==> config.mk <==
export PLATFORM = sky130hd
export DESIGN_NAME = call_return_unit
export DESIGN_NICKNAME = d
export VERILOG_FILES = /design/src/rtl/call_return_unit.sv
export SDC_FILE = /design/constraint.sdc
export NUM_CORES = 1
export LEC_CHECK = 0
export BUFFER_PORTS_ARGS = -buffer_cell sky130_fd_sc_hd__buf_2
export CAP_MARGIN = 20
export CORE_MARGIN = 5
export CORE_UTILIZATION = 40
export CTS_CLUSTER_SIZE = 28
export DETAILED_ROUTE_END_ITERATION = 12
export PLACE_DENSITY = 0.64
export RECOVER_POWER = 25
export REMOVE_ABC_BUFFERS = 1
export SETUP_SLACK_MARGIN = 0.2
export SYNTH_ARGS = -nofsm -noshare
export SYNTH_HDL_FRONTEND = slang
export SYNTH_SLANG_ARGS = --single-unit
==> constraint.sdc <==
create_clock -name clk -period 2.3 [get_ports clk]
set_input_delay 0 -clock clk [delete_from_list [all_inputs] [get_ports clk]]
set_output_delay 0 -clock clk [all_outputs]
set_load 0.005 [all_outputs]
==> src/rtl/call_return_unit.sv <==
// ---------------------------------------------------------------------------
// call_return_unit
//
// Sequencer between the control unit and the byte-wide Stack. A 16-bit CALL
// becomes two single-byte pushes (low byte first, so the high byte ends up
// on top). A RET becomes two single-byte pops (high byte first). The popped
// return address is handed back on PopAddr.
//
// Optional feature macro: CRU_DEPTH_CHECK_EN
//   defined   : frame counter (Depth) with Overflow/Underflow detection;
//               a Call at full depth or a Ret at empty skips all stack
//               traffic and completes in one cycle.
//   undefined : no counter; Depth/Overflow/Underflow read 0 and every
//               request performs full stack traffic.
//
// Ports:
//   clk          in   1   system clock, rising edge
//   Reset        in   1   asynchronous active-high reset (shared with Stack)
//   Call         in   1   push request, sampled only while Busy=0
//   Ret          in   1   pop request, sampled only while Busy=0 (Call wins)
//   RetAddr      in  16   return address, captured on the accepting edge
//   Busy         out  1   operation in progress
//   Done         out  1   one-cycle completion pulse
//   PopAddr      out 16   last popped return address
//   Depth        out  8   current frame count
//   Overflow     out  1   sticky: Call made at full depth
//   Underflow    out  1   sticky: Ret made at empty
//   StackWrite   out  1   push strobe to Stack
//   StackRead    out  1   pop strobe to Stack
//   StackDataOut out  8   byte to Stack.Datain
//   StackDataIn  in   8   byte from Stack.Dataout
//
// Parameters:
//   MAX_NEST     maximum number of outstanding frames (1..255)
// ---------------------------------------------------------------------------
module call_return_unit #(
    parameter int MAX_NEST = 128
) (
    input  logic        clk,
    input  logic        Reset,
    input  logic        Call,
    input  logic        Ret,
    input  logic [15:0] RetAddr,
    output logic        Busy,
    output logic        Done,
    output logic [15:0] PopAddr,
    output logic [7:0]  Depth,
    output logic        Overflow,
    output logic        Underflow,
    output logic        StackWrite,
    output logic        StackRead,
    output logic [7:0]  StackDataOut,
    input  logic [7:0]  StackDataIn
);

    localparam logic [2:0] IDLE    = 3'd0;
    localparam logic [2:0] PUSH_LO = 3'd1;
    localparam logic [2:0] PUSH_HI = 3'd2;
    localparam logic [2:0] POP_HI  = 3'd3;
    localparam logic [2:0] CAP_HI  = 3'd4;
    localparam logic [2:0] POP_LO  = 3'd5;
    localparam logic [2:0] CAP_LO  = 3'd6;
    localparam logic [2:0] DONE    = 3'd7;

    // Depth is an 8-bit port, so the frame limit must fit in it.
    if (MAX_NEST < 1 || MAX_NEST > 255) begin : g_max_nest_range
        $error("call_return_unit: MAX_NEST must be in 1..255");
    end

    logic [2:0]  state_reg;
    logic [2:0]  state_next;
    logic [15:0] addr_reg;
    logic [15:0] addr_next;
    logic        busy_reg;
    logic        done_reg;
    logic        stack_write_reg;
    logic        stack_read_reg;
    logic [7:0]  stack_data_out_reg;
    logic [15:0] pop_addr_reg;
    logic        can_push;
    logic        can_pop;

`ifdef CRU_DEPTH_CHECK_EN
    localparam logic [8:0] MAX_NEST_W = 9'(MAX_NEST);

    logic [7:0] depth_reg;
    logic       overflow_reg;
    logic       underflow_reg;

    assign can_push = ({1'b0, depth_reg} < MAX_NEST_W);
    assign can_pop  = (depth_reg != 8'd0);

    // The frame only counts once both bytes are on the stack, and is only
    // released once both bytes have been captured.
    always_ff @(posedge clk or posedge Reset) begin
        if (Reset) begin
            depth_reg     <= 8'd0;
            overflow_reg  <= 1'b0;
            underflow_reg <= 1'b0;
        end else begin
            if (state_reg == PUSH_HI) begin
                depth_reg <= depth_reg + 8'd1;
            end else if (state_reg == CAP_LO) begin
                depth_reg <= depth_reg - 8'd1;
            end
            if (state_reg == IDLE && Call && !can_push) begin
                overflow_reg <= 1'b1;
            end
            if (state_reg == IDLE && !Call && Ret && !can_pop) begin
                underflow_reg <= 1'b1;
            end
        end
    end

    assign Depth     = depth_reg;
    assign Overflow  = overflow_reg;
    assign Underflow = underflow_reg;
`else
    assign can_push  = 1'b1;
    assign can_pop   = 1'b1;
    assign Depth     = 8'd0;
    assign Overflow  = 1'b0;
    assign Underflow = 1'b0;
`endif

    always_comb begin
        state_next = state_reg;
        addr_next  = addr_reg;
        case (state_reg)
            IDLE: begin
                if (Call) begin
                    addr_next  = RetAddr;
                    state_next = can_push ? PUSH_LO : DONE;
                end else if (Ret) begin
                    state_next = can_pop ? POP_HI : DONE;
                end
            end
            PUSH_LO: state_next = PUSH_HI;
            PUSH_HI: state_next = DONE;
            POP_HI:  state_next = CAP_HI;
            CAP_HI:  state_next = POP_LO;
            POP_LO:  state_next = CAP_LO;
            CAP_LO:  state_next = DONE;
            DONE:    state_next = IDLE;
            default: state_next = IDLE;
        endcase
    end

    // Outputs are decoded from the next state and registered, so they line
    // up with the state they describe without any input-to-output path.
    always_ff @(posedge clk or posedge Reset) begin
        if (Reset) begin
            state_reg          <= IDLE;
            addr_reg           <= 16'd0;
            busy_reg           <= 1'b0;
            done_reg           <= 1'b0;
            stack_write_reg    <= 1'b0;
            stack_read_reg     <= 1'b0;
            stack_data_out_reg <= 8'd0;
            pop_addr_reg       <= 16'd0;
        end else begin
            state_reg       <= state_next;
            addr_reg        <= addr_next;
            busy_reg        <= (state_next != IDLE);
            done_reg        <= (state_next == DONE);
            stack_write_reg <= (state_next == PUSH_LO) || (state_next == PUSH_HI);
            stack_read_reg  <= (state_next == POP_HI) || (state_next == POP_LO);
            if (state_next == PUSH_LO) begin
                stack_data_out_reg <= addr_next[7:0];
            end else if (state_next == PUSH_HI) begin
                stack_data_out_reg <= addr_next[15:8];
            end else begin
                stack_data_out_reg <= 8'd0;
            end
            // Stack.Dataout becomes valid on the edge ending a read strobe
            // and is sampled one edge later, i.e. while in the CAP states.
            if (state_reg == CAP_HI) begin
                pop_addr_reg[15:8] <= StackDataIn;
            end
            if (state_reg == CAP_LO) begin
                pop_addr_reg[7:0] <= StackDataIn;
            end
        end
    end

    assign Busy         = busy_reg;
    assign Done         = done_reg;
    assign PopAddr      = pop_addr_reg;
    assign StackWrite   = stack_write_reg;
    assign StackRead    = stack_read_reg;
    assign StackDataOut = stack_data_out_reg;

endmodule

* Yosys cells after proc, flatten, opt, wreduce, memory -nomap -nowiden *
Cells that the tools add are included.

storage, ports and cells
  register bits after elaboration = 47
  output and inout port bits = 38
  logic and storage cells = 33

operators by class
  equality and inequality tests = 12
  mux-type cells = 7
  reductions and logical operators = 5

operators with widths
  cell                                                              number
  16-bit 2-to-1 mux                                                 2
  3-bit case mux with 7 select lines                                1
  3-bit == test (second input constant)                             6
  8-bit 2-to-1 mux                                                  2
  3-bit by 2-bit == test with 1-bit output (second input constant)  4
  3-bit by 1-bit == test with 1-bit output (second input constant)  2
  3-bit 2-to-1 mux                                                  2
  3-bit zero test                                                   1
  3-bit nonzero test                                                1
  1-bit logical OR                                                  2
  2-bit OR reduction                                                1

* Logic depth before layout (Yosys ltp) *
Gate-level depths: netlist of the first run.

  depth in word-level cells = 6
  gate-level depth with buffers = 8
  depth with buffers taken out = 7

* Worst setup path after synthesis of the first run *
No wires, ideal clock.

  path kind = flip-flop to flip-flop
  start = register state_reg[1]
  end = register stack_data_out_reg[0], in the netlist StackDataOut[0]
  data arrival time = 2015 ps
  data required time = 2175 ps
  path slack = 160 ps
  cell stages (with the launch flop) = 9
  path buffers = 1
  cells stage by stage = dfrtp_1 -> inv_1 -> ha_1 -> buf_2 -> a2111oi_4 -> o21ai_0 -> o41ai_4 -> nand2_4 -> mux2_4

between the ends
  word-level cells in the longest chain between the ends = 6

ends and longest elaborated chain
  what                                                                            line  RTL
  start, declared                                                                 70    logic [2:0] state_reg;
  start signal, assigned                                                          162   state_reg <= state_next;
  3-bit == test (tied with other cells)                                           129   case (state_reg)
  2-bit OR reduction (no source line) / 3-bit 2-to-1 mux (equally long branches)  n/a
  3-bit case mux with 7 select lines                                              129
  3-bit by 2-bit == test with 1-bit output                                        170   end else if (state_next == PUSH_HI) begin
  8-bit 2-to-1 mux                                                                170
  8-bit 2-to-1 mux (*)                                                            168   if (state_next == PUSH_LO) begin
  end signal, assigned                                                            169   stack_data_out_reg <= addr_next[7:0];
  end signal, assigned                                                            171   stack_data_out_reg <= addr_next[15:8];
  end, declared                                                                   78    logic [7:0] stack_data_out_reg;

Mark *: on every way between the ends. The rest lies on a longest branch, timed or not.
A chain may end at the register's enable or synchronous reset.

* Worst setup path in the final report of the first run *
  start = register state_reg[1]
  end = register stack_data_out_reg[4], in the netlist StackDataOut[4]

The elaborated chain is that of the path after synthesis.

==> results of run 1 <==
## stage by stage
stage	instances	util, %	total power, uW	setup slack (ns)
after floorplan	143	-	2610	0.180
after global placement	272	47.5	3130	0.223
after detailed placement	272	47.5	3170	0.101
after CTS	305	54.8	3820	0.199
after global routing	311	56.3	4250	0.197
final	311	56.3	3970	0.258
## per-layer routing
metal  vias up  track usage [%]  part of all wire [%]
met1       735             15.3                    38
met5         -                0                     0
met4         0             7.03                   1.7
met3         4             3.47                   4.8
met2        34             23.6                    55
li1        672                -                     -
## repair_timing
action	CTS	global route
buffers inserted	0	4
endpoints found under the setup margin	8	9
resized for setup	3	7
endpoints found under the hold margin	79	0
gates cloned	0	1
hold buffers	25	0
pin swaps	0	3
## worst max-delay path, delay by kind of cell (launching register included)
family	cells	cell delay [ns]
multiplexers	1	0.31
buffers and inverters	3	0.46
AO/OA/AOI/OAI	2	0.40
adder cells (fa/ha/maj)	1	0.18
AND/OR/NAND/NOR	1	0.10
flip-flops	1	0.48
## layout make-up
type | instances | area (um^2)
clock buffer | 6 | 82.6
fill | 442 | 2250
clock inverter | 2 | 35.0
multi-input combinational | 93 | 903
tap | 70 | 87.6
inverter | 4 | 15.0
sequential | 47 | 1180
timing repair buffer | 89 | 591
## worst max path at each step
stage	depth (start not counted)	end	from
after floorplan	7	StackDataOut[0]	state_reg[1]
after global placement	7	StackDataOut[7]	state_reg[1]
after detailed placement	7	StackDataOut[1]	state_reg[1]
after CTS	7	StackDataOut[5]	state_reg[0]
after global routing	8	StackDataOut[4]	state_reg[1]
final	8	StackDataOut[4]	state_reg[1]
## where the power goes
| group | leakage (uW) | total [uW] | switching [uW] | internal [uW] |
|---|---|---|---|---|
| clock network | 0.0000612 | 613 | 261 | 352 |
| logic | 0.000812 | 1990 | 896 | 1090 |
| registers | 0.000568 | 1370 | 150 | 1220 |
| total | 0.00144 | 3970 | 1310 | 2660 |
## cell usage in the layout (no fill, tap or decap), drive strengths merged, types with 2 or more instances in the layout
cell type,instances
conb,10
and3,8
nor2,4
dlygate4sd3,25
inv,4
nor3,2
nand2,9
mux2,41
buf,63
ha,5
dfrtp,47
clkbuf,7
## cell families after synthesis
group	after synthesis
fa+ha+maj	5
other cells	1
xor+xnor	1
simple gates	29
compound gates	6
buf+inv	18
flops	47
mux	41
==> impl_metrics.csv, run 1 <==
group,metric,value,unit
synth,syn_inst,148,
sta,fin_crit_sh,88.8,%
synth,synthSimpleGateAreaFrac,8.10,%
synth,synthAdderAreaFrac,2.96,%
hold_path,hold_depth,4,
sta,setup_tns,0,ns
flow_run,cap_violations,0,
floorplan,floorplan.initialDensity,41.2,%
synth,ys_seq_area_share,55.6,%
synth,synth_area_leaders,"dfrtp_1 56%, mux2_2 18%, mux2_4 5.7%",
cts,clk_pin_slew,0.08,ns
synth,netlist.top_cell.by_area,"dfrtp_1",
synth,synth.ff_latch_count,47,
worst_setup_path,cp_max_fo,8,
route,route.vias.total,1445,
power,power_density,1370,mW/mm^2
synth,synth_common_cells,"47 x dfrtp_1, 33 x mux2_2, 10 x buf_4",
route,first_pass_iters,4,
cts,clock_sinks,47,
sta,drv_slew,0,
synth,yosys-mux-area-fraction,23.2,%
worst_setup_path,r2r-start,"state_reg[1]",
synth,synth.top_cell.area_share,55.6,%
floorplan,coreArea,0.00514,mm^2
route,via_per_inst,4.65,
synth,synth-xor-area-share,0.414,%
worst_setup_path,critPathArrivalTime,2.23,ns
worst_setup_path,crit_path_start_kind,"flop",
synth,synthDistinctLibCells,30,
worst_setup_path,cp-end-kind,"flop",
synth,yosysWarningCount,0,
power,leakage,0.00144,uW
worst_setup_path,cp_common_cell,"buf_4",
cts,cts_tree,"yes",
route,drt-total-wl,4600,um
finish,area_growth,36.6,%
route,ant_nets,0,
worst_setup_path,regToRegEndpoint,"StackDataOut[4]",
route,wl_per_cell,14.8,um
placed_design,dpl-instance-area,0.00244,mm^2
global_routing,grt_max_degree,48,
worst_setup_path,crit_required,2.49,ns
worst_setup_path,cpMaxStageDelayCell,"dfrtp_2",
sta,period_needed,2.04,ns
sta,whs,0.110,ns
global_routing,grt_pass1_wl,6760,um
cts,ctsLongestPathBuffers,2,
route,drc,0,
synth,synth_compound_area_share,4.14,%
synth,synth_top_family_by_area,"multiplexers",
global_routing,overflow,0,
worst_setup_path,path_class,"reg2reg",
cts,cts_buffers,5,
finish,post-route-cell-area,0.00289,mm^2
floorplan,io_pins,66,
floorplan,fp.dieH,82.8,um
synth,synth_enable_flop_cells,0,
floorplan,die_x,82.8,um
route,drt_iter0_drc,52,
global_routing,grt_util_all_layers,13.6,%
sta,rsz0062_at_grt,"no",
sta,hold_viol_final,0,
worst_setup_path,regToRegSetupSlack,0.26,ns
finish,drive_above_1_share,52.3,%
global_routing,grt_pass1_vias,1425,
hold_path,min_path_type,"in2reg",
worst_setup_path,path_cells,"inv_2 > ha_4 > a2111oi_4 > buf_4 > o41ai_4 > buf_4 > nand2_2 > mux2_4",
synth,async_flop_share,100,%
sta,finClkSkew,0.00849,ns
sta,relSlewSlack,28.7,%
sta,setup_viol,0,
synth,synth.most_common_cell,"dfrtp_1",
cts,root_buffer,"clkbuf_8",
hold_path,min_from,"Ret",
floorplan,fp-row-count,26,
placed_design,port_buffers,55,
status,status,"complete, no violations",
sta,timing.fmax,490,MHz
finish,fin_nets,273,
sta,worst_slew_pin_slew,1.07,ns
synth,synth_ff_type,"dfrtp_1",
global_routing,antenna_found_initial,0,
worst_setup_path,cpPeakStageDelay,0.48,ns
placed_design,hpwl,2870,um
cts,ctsHtreeMaxLevel,2,
floorplan,die_area,0.00685,mm^2
worst_setup_path,reg2reg_depth,8,
finish,diodes,0,
synth,syn_area_per_cell,14.3,um^2
hold_path,min_to,"Busy",
cts,clkLatencyLatePin,0.29,ns
synth,syn_area,0.00212,mm^2
placed_design,gp_congestion,0.823,
power,ir_drop,0.000462,V
Power figures use the tool's default switching activity.
==> run 2: changes to the inputs <==
CORE_MARGIN = 2   (was 5)
CORE_UTILIZATION = 45   (was 40)
PLACE_DENSITY = 0.71   (was 0.64)
==> run 2 against run 1 <==
Setup slack got worse by 0.039 ns. Maximum frequency decreased by 1.9%. Non-clock buffer count decreased by 2. Global-route usage increased by 2.7 points. Clock-buffer cell count increased by 2. Largest cell class unchanged. Highest routed layer unchanged.
==> impl_metrics.csv, run 2 (synthesis gave the netlist of run 1 again) <==
group,metric,value,unit
finish,fin_nets,271,
cts,clkLatencyLatePin,0.29,ns
finish,final_cell_mix,"55 x buf_2, 45 x dfrtp_1, 33 x mux2_2, 25 x dlygate4sd3_1, 10 x conb_1",
worst_setup_path,cpPeakStageDelay,0.47,ns
power,swShare,33.6,%
worst_setup_path,regToRegEndpoint,"StackDataOut[7]",
sta,drv_slew,0,
placed_design,hpwl,2650,um
cts,root_buffer,"clkbuf_8",
global_routing,overflow,0,
route,drc,0,
sta,whs,0.104,ns
route,wl_per_cell,14.3,um
global_routing,grt_pass1_wl,6530,um
finish,multi_input_comb_area,910,um^2
power,ir_drop,0.000570,V
cts,cts_buffers,5,
finish,diodes,0,
sta,rsz0062_at_grt,"no",
worst_setup_path,crit_path_start_kind,"flop",
global_routing,grt_pass1_vias,1376,
worst_setup_path,cpMaxStageDelayCell,"dfrtp_2",
cts,cts_tree,"yes",
global_routing,grt_max_degree,48,
floorplan,fp.dieH,72.6,um
worst_setup_path,regToRegSetupSlack,0.22,ns
sta,period_needed,2.08,ns
worst_setup_path,r2r-start,"state_reg[0]",
placed_design,gp_congestion,0.923,
flow_run,cap_violations,0,
hold_path,min_path_type,"in2async",
finish,regArea,0.00118,mm^2
cts,clock_sinks,47,
power,pwr-share-clk,13.5,%
sta,finClkSkew,0.00739,ns
sta,hold_viol_final,0,
global_routing,grt_util_all_layers,16.3,%
route,drt_iter0_drc,59,
placed_design,port_buffers,55,
sta,setup_tns,0,ns
route,drt-total-wl,4150,um
worst_setup_path,cp_max_fo,5,
sta,layout_setup_ws,0.218,ns
power,power_density,1360,mW/mm^2
floorplan,fp-row-count,24,
global_routing,use_met3,3.87,%
power,leakage,0.00142,uW
cts,ctsHtreeMaxLevel,2,
cts,clk_pin_slew,0.07,ns
route,ant_nets,0,
route,via_per_inst,4.85,
power,power.switching,1300,uW
worst_setup_path,cp_common_cell,"buf_4",
finish,layout_commonest_cell,"buf_2",
worst_setup_path,endpoint,"StackDataOut[7]",
route,route.vias.total,1411,
finish,drive_above_1_share,52.7,%
sta,setup_viol,0,
global_routing,globalRoute.busiestLayer,"met2",
power,internal_power,2570,uW
sta,fin_crit_sh,90.5,%
sta,relSlewSlack,27.0,%
power,combPwrFrac,50.2,%
worst_setup_path,crit_required,2.47,ns
floorplan,io_pins,66,
status,status,"complete, no violations",
floorplan,die_area,0.00527,mm^2
finish,area_growth,34.6,%
global_routing,antenna_found_initial,0,
worst_setup_path,crit_start,"state_reg[0]",
global_routing,grt_util_met2,27.3,%
worst_setup_path,path_cells,"inv_4 > ha_4 > a2111oi_4 > buf_4 > o41ai_4 > buf_4 > nand2_4 > mux2_4",
worst_setup_path,cp-end-kind,"flop",
finish,nFillCells,347,
worst_setup_path,reg2reg_depth,8,
route,first_pass_iters,4,
global_routing,grtUsageMet1,20.4,%
sta,timing.fmax,480,MHz
power,pwr-share-seq,36.3,%
floorplan,coreArea,0.00444,mm^2
cts,ctsLongestPathBuffers,2,
worst_setup_path,path_class,"reg2reg",
sta,worst_slew_pin_slew,1.09,ns
placed_design,dp_slack,0.144,ns
worst_setup_path,critPathArrivalTime,2.26,ns
floorplan,die_x,72.6,um
floorplan,floorplan.initialDensity,47.6,%
run 2: cell type report:
type	instances	share of cell area [%]
flip-flops and latches	47	41.4
repair buffers	87	20.2
clock buffers	8	3.51
inverters	4	0.703
multi-input cells	93	31.9
well taps	52	2.28
run 2: repair_timing:
item / in CTS / in global routing
hold buffers: 25 / 0
endpoints found under the setup margin: 9 / 9
cloned: 0 / 1
setup buffers: 0 / 4
pin swaps: 0 / 2
hold endpoints to repair: 79 / 0
gates resized for setup: 4 / 11
run 2: power groups by stage:
stage	sequential [uW]	clock (uW)	combinational (uW)
floorplan	1400	0	1210
detailed placement	1400	0	1720
global placement	1390	0	1690
CTS	1390	540	1780
finish	1410	523	1940
global route	1460	570	2140
run 2: worst min path at each step:
stage	from	endpoint	slack, ns
global placement	StackDataIn[4]	PopAddr[12]	0.25
floorplan	StackDataIn[0]	PopAddr[0]	0.15
detailed placement	StackDataIn[4]	PopAddr[12]	0.25
finish	Reset	PopAddr[3]	0.10
CTS	Ret	Busy	0.13
global route	Reset	PopAddr[3]	0.1
run 2: through the flow:
| step | instance area (um^2) | std cells | power, uW | utilization, % |
|---|---|---|---|---|
| global placement | 2410 | 252 | 3080 | 54.1 |
| CTS | 2760 | 285 | 3700 | 62.2 |
| detailed placement | 2410 | 252 | 3120 | 54.1 |
| global route | 2850 | 291 | 4170 | 64.1 |
| finish | 2850 | 291 | 3870 | 64.1 |
| floorplan | 2050 | 143 | 2610 | - |
run 2: worst max-delay path: cells and delay by family, from the launching register on:
kind                     cells  cell delay, ns
AND/OR/NAND/NOR              1            0.09
multiplexers                 1            0.31
buffers and inverters        3            0.47
AO/OA/AOI/OAI                2            0.44
flip-flops                   1            0.47
adder cells (fa/ha/maj)      1            0.18
run 2: layer usage:
metal  vias to the layer above  routed length [um]
li1                        674                   -
met1                       687                1790
met2                        44                2090
met3                         6                 195
met4                         0                  76
met5                         -                   0
==> run 3: changes to the inputs <==
BUFFER_PORTS_ARGS = -buffer_cell sky130_fd_sc_hd__buf_4   (was -buffer_cell sky130_fd_sc_hd__buf_2)
==> run 3 against run 2 <==
Register-to-register slack better by 0.06 ns. First-iteration DRC count up 15%. Clock-buffer cell count down 2. Clock power down 16%. Critical path depth down 1. Power up 3.8%. Cell area up 4.8%. Final cell count unchanged. Non-clock buffer count up 2. Via count up 3.4%. Combinational power up 12%. Hold slack about the same. Critical endpoint unchanged. Largest cell class unchanged.
==> impl_metrics.csv, run 3 (synthesis gave the netlist of run 1 again) <==
group,metric,value,unit
status,status,"complete, no violations",
placed_design,port_buffers,55,
sta,finClkSkew,0.00402,ns
route,via_per_inst,5.01,
power,ir_drop,0.000550,V
global_routing,grt_max_degree,48,
worst_setup_path,crit_required,2.47,ns
worst_setup_path,cp-end-kind,"flop",
finish,diodes,0,
floorplan,die_x,72.6,um
sta,relSlewSlack,29.5,%
floorplan,coreArea,0.00444,mm^2
cts,clk_pin_slew,0.07,ns
hold_path,hold_depth,4,
floorplan,die_area,0.00527,mm^2
floorplan,io_pins,66,
worst_setup_path,cp_max_fo,5,
power,leakage,0.00146,uW
worst_setup_path,r2r-start,"state_reg[0]",
sta,whs,0.104,ns
finish,layout_commonest_cell,"buf_4",
route,ant_nets,0,
placed_design,dpl-instance-area,0.00254,mm^2
placed_design,hpwl,2910,um
worst_setup_path,worst-path-buf-inv,2,
hold_path,min_path_type,"in2reg",
worst_setup_path,regToRegSetupSlack,0.28,ns
floorplan,fp.dieH,72.6,um
finish,area_growth,41.1,%
power,combPwrFrac,54.2,%
finish,drive_above_1_share,52.3,%
sta,fin_crit_sh,88.0,%
floorplan,fp-row-count,24,
cts,clkLatencyLatePin,0.29,ns
sta,drv_slew,0,
worst_setup_path,path_cells,"buf_4 > ha_1 > nor2b_1 > o41ai_4 > buf_6 > nand2_8 > mux2_4",
sta,worst_slew_pin_slew,1.06,ns
global_routing,grt_pass1_vias,1419,
hold_path,min_to,"state_reg[2]",
global_routing,overflow,0,
worst_setup_path,regToRegEndpoint,"StackDataOut[7]",
worst_setup_path,cpMaxStageDelayCell,"dfrtp_1",
sta,hold_viol_final,0,
hold_path,min_from,"Ret",
cts,clock_sinks,47,
route,first_pass_iters,4,
worst_setup_path,crit_path_start_kind,"flop",
finish,fin_nets,273,
power,power_density,1350,mW/mm^2
worst_setup_path,reg2reg_depth,7,
power,pwr-share-seq,34.9,%
power,swShare,33.6,%
sta,setup_viol,0,
global_routing,grt_util_all_layers,17.6,%
route,route.vias.total,1459,
global_routing,antenna_found_initial,0,
power,internal_power,2670,uW
sta,timing.fmax,494,MHz
finish,post-route-cell-area,0.00299,mm^2
cts,cts_buffers,5,
worst_setup_path,cpPeakStageDelay,0.42,ns
worst_setup_path,cp.depth,7,
global_routing,grt_pass1_wl,7080,um
sta,rsz0062_at_grt,"no",
cts,cts_tree,"yes",
route,drc,0,
power,pwr-share-clk,10.9,%
route,drt-total-wl,4410,um
worst_setup_path,crit_family,"flip-flops",
flow_run,cap_violations,0,
floorplan,floorplan.initialDensity,47.6,%
route,wl_per_cell,15.2,um
cts,ctsLongestPathBuffers,2,
worst_setup_path,path_class,"reg2reg",
power,power.switching,1350,uW
route,drt_iter0_drc,68,
cts,root_buffer,"clkbuf_8",
placed_design,gp_congestion,0.836,
worst_setup_path,critPathArrivalTime,2.20,ns
sta,setup_tns,0,ns
cts,ctsHtreeMaxLevel,2,
finish,final_cell_mix,"61 x buf_4, 46 x dfrtp_1, 33 x mux2_2, 25 x dlygate4sd3_1, 10 x conb_1",
sta,period_needed,2.02,ns
[run 3: cell count changes in the layout (fill, tap and decap cells not counted), moves of 2 or more]
cell	previous run	this run
buf_2	55	0
buf_4	6	61
clkbuf_8	7	5
inv_2	1	3
inv_4	2	0
[run 3: through the flow]
stage	instances	setup slack [ns]	utilization [%]	power, uW
finish	291	0.275	67.2	4020
global route	291	0.198	67.2	4300
CTS	287	0.187	65.3	3840
detailed placement	252	0.109	57.2	3260
global placement	252	0.247	57.2	3180
floorplan	143	0.180	-	2610
[run 3: area by class of cell]
cell class	instances	area [um^2]
flip-flops and latches	47	1180
repair buffers	89	732
well taps	52	65.1
fillers	314	1460
inverters	4	15.0
clock buffers	6	72.6
multi-input cells	93	925
[run 3: worst max path at each step]
stage,to,startpoint
global placement,StackDataOut[6],state_reg[0]
CTS,StackRead,state_reg[0]
floorplan,StackDataOut[0],state_reg[1]
finish,StackDataOut[7],state_reg[0]
detailed placement,StackDataOut[7],state_reg[0]
global route,StackDataOut[3],state_reg[0]
[run 3: timing repair]
action,4_1_cts,5_1_grt
endpoints found under the hold margin,79,0
gates cloned,1,0
setup buffers,3,3
setup endpoints to repair,8,9
gates resized for setup,4,11
hold buffers,25,0
pin swaps,0,2
[run 3: worst reg2reg max path, stage by stage, from the launching register on]
cell     delay, ns
dfrtp_1       0.42
buf_4         0.15
ha_1          0.26
nor2b_1       0.20
o41ai_4       0.32
buf_6         0.18
nand2_8       0.08
mux2_4        0.30
[run 3: power by group through the flow]
| stage | clock (uW) | sequential (uW) | combinational, uW |
|---|---|---|---|
| finish | 439 | 1400 | 2180 |
| global route | 500 | 1450 | 2360 |
| CTS | 459 | 1400 | 1980 |
| detailed placement | 0 | 1420 | 1850 |
| global placement | 0 | 1390 | 1790 |
| floorplan | 0 | 1400 | 1210 |
[run 3: per-layer routing]
metal,vias to the layer above,routed length (um),global-route usage (%)
met4,0,91,6.58
met2,56,2220,27.7
met5,-,0,0
met3,15,221,4.70
met1,714,1870,23.6
li1,674,-,-
